==> config.mk <==
export PLATFORM = sky130hd
export DESIGN_NAME = fifo_wr_arbiter
export DESIGN_NICKNAME = d
export VERILOG_FILES = /design/src/rtl/fifo_wr_arbiter.sv
export SDC_FILE = /design/constraint.sdc
export NUM_CORES = 1
export LEC_CHECK = 0
export ABC_AREA = 1
export BUFFER_PORTS_ARGS = -buffer_cell sky130_fd_sc_hd__buf_2
export CORE_ASPECT_RATIO = 1.5
export CORE_MARGIN = 2
export CORE_UTILIZATION = 40
export CTS_CLUSTER_DIAMETER = 30
export DETAILED_ROUTE_END_ITERATION = 10
export GPL_TIMING_DRIVEN = 1
export PLACE_DENSITY_LB_ADDON = 0.3
export SYNTH_ARGS = -nofsm -noshare
export SYNTH_HDL_FRONTEND = slang
export SYNTH_SLANG_ARGS = --single-unit
==> constraint.sdc <==
create_clock -name clk -period 6.1 [get_ports clk]
set_input_delay 0 -clock clk [delete_from_list [all_inputs] [get_ports clk]]
set_output_delay 0 -clock clk [all_outputs]
set_load 0.02 [all_outputs]
==> src/rtl/fifo_wr_arbiter.sv <==
// Round-robin arbiter sharing one FIFO write port among NREQ producers, bursts of up to BURST beats.
// Latency: zero; gnt/wrEn/wrIn are combinational from registered state, req and full.
// Backpressure: full=1 blocks every grant and freezes all state, so a burst stalls rather than ends.
module fifo_wr_arbiter #(
    parameter int NREQ  = 4,
    parameter int WIDTH = 4,
    parameter int BURST = 2
) (
    input  logic                      clk,
    input  logic                      rst,
    input  logic [NREQ-1:0]           req,
    input  logic [NREQ*WIDTH-1:0]     reqData,
    input  logic                      full,
    output logic [NREQ-1:0]           gnt,
    output logic                      wrEn,
    output logic [WIDTH-1:0]          wrIn,
    output logic [$clog2(NREQ)-1:0]   owner,
    output logic                      busy
);

    localparam int OW = $clog2(NREQ);
    localparam int BW = $clog2(BURST + 1);
    localparam logic [BW-1:0] BURST_V = BW'(BURST);
    localparam logic [BW-1:0] ONE_V   = BW'(1);

    typedef enum logic {IDLE, BUSY} st_t;

    st_t             st, st_nxt;
    logic [OW-1:0]   ptr, ptr_nxt;
    logic [OW-1:0]   owner_nxt;
    logic [BW-1:0]   beat_cnt, beat_nxt, beat_inc;

    logic [OW-1:0]   search_start;
    logic [OW-1:0]   winner;
    logic            found;
    logic            do_grant;
    logic [OW-1:0]   gidx;

    // Index increment that wraps at NREQ-1 even when NREQ is not a power of two.
    function automatic logic [OW-1:0] inc_mod(input logic [OW-1:0] x);
        if (int'(x) == NREQ - 1) return '0;
        else return x + 1'b1;
    endfunction

    // Round-robin search; an owner that dropped its request mid-burst hands the search to the next index.
    always_comb begin
        logic [OW-1:0] idx;
        search_start = ptr;
        if (st == BUSY && !req[owner]) search_start = inc_mod(owner);
        found  = 1'b0;
        winner = '0;
        idx    = search_start;
        for (int k = 0; k < NREQ; k++) begin
            if (!found && req[idx]) begin
                found  = 1'b1;
                winner = idx;
            end
            idx = inc_mod(idx);
        end
    end

    assign beat_inc = beat_cnt + 1'b1;

    // Grant decision and next-state; nothing moves under reset or while the FIFO is full.
    always_comb begin
        do_grant  = 1'b0;
        gidx      = '0;
        st_nxt    = st;
        ptr_nxt   = ptr;
        owner_nxt = owner;
        beat_nxt  = beat_cnt;
        if (!rst && !full) begin
            if (st == BUSY && req[owner]) begin
                do_grant = 1'b1;
                gidx     = owner;
                beat_nxt = beat_inc;
                if (beat_inc == BURST_V) begin
                    ptr_nxt = inc_mod(owner);
                    st_nxt  = IDLE;
                end
            end else begin
                // Early release: the burst ends now and the pointer moves past the old owner.
                if (st == BUSY) begin
                    ptr_nxt = inc_mod(owner);
                    st_nxt  = IDLE;
                end
                if (found) begin
                    do_grant  = 1'b1;
                    gidx      = winner;
                    owner_nxt = winner;
                    beat_nxt  = ONE_V;
                    if (BURST == 1) begin
                        ptr_nxt = inc_mod(winner);
                        st_nxt  = IDLE;
                    end else begin
                        st_nxt  = BUSY;
                    end
                end
            end
        end
    end

    // State register with synchronous reset; reset forgets any burst in progress.
    always_ff @(posedge clk) begin
        if (rst) begin
            st       <= IDLE;
            ptr      <= '0;
            owner    <= '0;
            beat_cnt <= '0;
        end else begin
            st       <= st_nxt;
            ptr      <= ptr_nxt;
            owner    <= owner_nxt;
            beat_cnt <= beat_nxt;
        end
    end

    assign gnt  = do_grant ? (NREQ'(1) << gidx) : '0;
    assign wrEn = |gnt;
    assign wrIn = do_grant ? reqData[gidx*WIDTH +: WIDTH] : '0;
    assign busy = (st == BUSY) && !rst;

endmodule
==> impl_metrics.ini <==
[placed_design]
io_buffers = 34
dp.cells = 260
hpwl_mm = 2.268
place_congestion = 0.9144
dpl_cell_area_um2 = 1296

[timing]
fin_crit_sh = 0.4759
rsz0062_at_grt = no
slew_headroom = 0.5819
tightest_slew_ns = 0.6248
fin_crit_ns = 2.903
fmax_ghz = 0.3445
setup_tns_ns = 0
slew_violations = 0
final_hold_viol_count = 0
setup_viol = 0
finClkSkew_ns = 0.001128
holdWs_ns = 0.05034

[yosys]
synth_cells = 193
ys_seq_area_frac = 0.1254
synth_nets = 218
yosys_warnings = 0
yosysUniqueCellTypes = 24
synth_area_um2 = 1117
syn_area_per_cell_um2 = 5.789
ys_ff_latch = 7

[setup_path]
worstPathRequired_ns = 6.10
worstSetupPathType = flip-flop to output port
cp_cell_sequence = ha_1, nor2_1, nand3b_1, nand2_2, nand2_1, nand2_1, nand2_1, nand2_2, nor2_4, nand3_4, nand2_4, nor2_8, nand2_4, o22ai_2, nand2_1, a21oi_1, buf_2
crit_top_cell = nand2_1
slowest_delay_ns = 0.48
r2r-end = owner[1]$_SDFFE_PP0P_
reg2reg_slack_ns = 3.67
crit_start = owner[0]$_SDFFE_PP0P_
critPathArrivalTime_ns = 2.90
crit_path_start_kind = flip-flop
cp_max_fo = 13
cpMaxStageDelayCell = dfxtp_1
crit_path_end_kind = output port
worstReg2RegStart = owner[0]$_SDFFE_PP0P_
ff2ff_path_depth = 16

[layout]
final_area_um2 = 1341
drive_gt1_frac = 0.2907
num_antenna_cells = 0
nets = 253
stdcell_count = 264
synthToLayoutAreaGrowth_pct = 20.05

[detailed_routing]
avgViaCountPerCell = 4.845
drtAntennaViolNets = 0
wire_per_inst_um = 10.33
drc = 0
drtPass1Iterations = 4
drt_iter0_drc = 16
wl_mm = 2.728
vias = 1279

[clock_network]
cts_inserted_buffers = 3
cts_repair_resize_count = 0
cts_buffer_depth = 2
clock_latency_ns = 0.23
cts_tree = done
clk_pin_slew_worst_paths_ns = 0.04
cts-root-buf = clkbuf_8
numClockSinks = 7
postCtsSetupBuffers = 0
cts_hold_buf = 0
htreeDepth = 1

[pwr]
power_density_nw_per_um2 = 234.0
finalPower_mw = 0.3139
worst_ir_drop_vdd_mv = 0.1826
p_leak_nw = 0.7134

[floorplan]
fp.dieH_um = 68.73
die_area_um2 = 3241
start_util = 0.4175
num_rows = 23
core_um2 = 2676
die_x_um = 47.16
ioPinCount = 35

[global_route]
grt_start_max_net_pins = 14
grt_overflow_total = 0
grt_pass1_vias = 1132
grt.total_usage = 0.1909
antenna_found_initial = 0
grt_pass1_wl_mm = 4.616

[worst_hold_path]
whs_endpoint = beat_cnt[1]$_SDFFE_PP0P_
hp-start = rst
min_path_type = input pin to flip-flop
whs_path_depth = 2

[job]
max-cap-violations = 0

[run_status]
run_status = complete, no violations
==> cell type report <==
class                      count  area (µm²)
fill                         288        1335
multi-input combinational    164       872.1
timing repair buffer          34       170.2
clock buffer                   4       45.04
tap                           37       46.29
inverter                      18       67.56
sequential                     7       140.1
==> routing by layer <==
layer | track usage | part of all wire | up-vias
li1 | - | - | 687
met1 | 0.2104 | 0.43 | 555
met2 | 0.3459 | 0.52 | 35
met3 | 0.05469 | 0.046 | 2
met4 | 0.04861 | 0.0037 | 0
met5 | 0 | 0 | -
==> per-stage QoR <==
stage | util | setup slack [ns]
after floorplan | - | 3.584
after global placement | 0.4843 | 3.468
after detailed placement | 0.4843 | 3.457
after CTS | 0.5012 | 3.194
after global routing | 0.5012 | 2.892
final | 0.5012 | 3.197
==> Yosys cell counts <==
cell | n | area [µm²]
a21oi_2 | 1 | 8.760
nand2_1 | 76 | 285.3
a211oi_1 | 3 | 22.52
nor2_1 | 14 | 52.55
a21oi_1 | 8 | 40.04
nand4_1 | 2 | 12.51
nand3_4 | 1 | 17.52
nor2_8 | 2 | 40.04
nand3_1 | 30 | 150.1
inv_1 | 16 | 60.06
nand3b_1 | 1 | 7.510
o22ai_2 | 1 | 12.51
nand2_8 | 1 | 20.02
nand2_4 | 4 | 45.04
nor2_4 | 2 | 22.52
ha_1 | 2 | 25.02
dfxtp_1 | 7 | 140.1
nand3_2 | 3 | 30.03
nand2_2 | 10 | 62.56
buf_6 | 3 | 33.78
inv_2 | 2 | 7.510
or2_2 | 2 | 12.51
clkbuf_1 | 1 | 3.750
nor3_1 | 1 | 5.000
==> logic make-up (layout without fill, tap and decap cells) <==
group	after synthesis	after routing	share of synthesized area
and+or+nand+nor	149	149	0.6831
DFF	7	7	0.1254
AOI/OAI and AO/OA	13	13	0.07503
buffers and inverters	22	56	0.09406
adders and majority gates	2	2	0.02239
==> critical path, delay by kind of cell, from the launching register on <==
kind	cells	cell delay, ns
simple gates	13	1.47
flops	1	0.48
compound gates	2	0.35
fa+ha+maj	1	0.20
buf+inv	1	0.18
==> power breakdown <==
group          switching, mW  internal (mW)
Sequential           0.00600         0.0502
Combinational          0.130         0.0633
Clock                 0.0196         0.0452
==> cell usage in the layout (no fill, tap or decap), drive strengths merged <==
cell type  count
a211oi         3
nand3         34
nor2          18
inv           18
a21oi          9
ha             2
clkbuf         4
nand4          2
nor3           1
dfxtp          7
nand2         91
buf           34
nand3b         1
o22ai          1
or2            2
==> worst max-delay path by stage <==
stage | cells after the start | to | slack (ns)
global route | 19 | wrIn[0] | 2.89
finish | 17 | wrIn[1] | 3.20
floorplan | 18 | gnt[0] | 3.58
CTS | 17 | wrIn[1] | 3.19
detailed placement | 17 | wrIn[1] | 3.46
global placement | 17 | wrIn[2] | 3.47
==> registers in the layout (all words and copies together) (netlist names) <==
name and count:
st 1, beat_cnt 2, ptr 2, owner 2
Power figures use the tool's default switching activity.
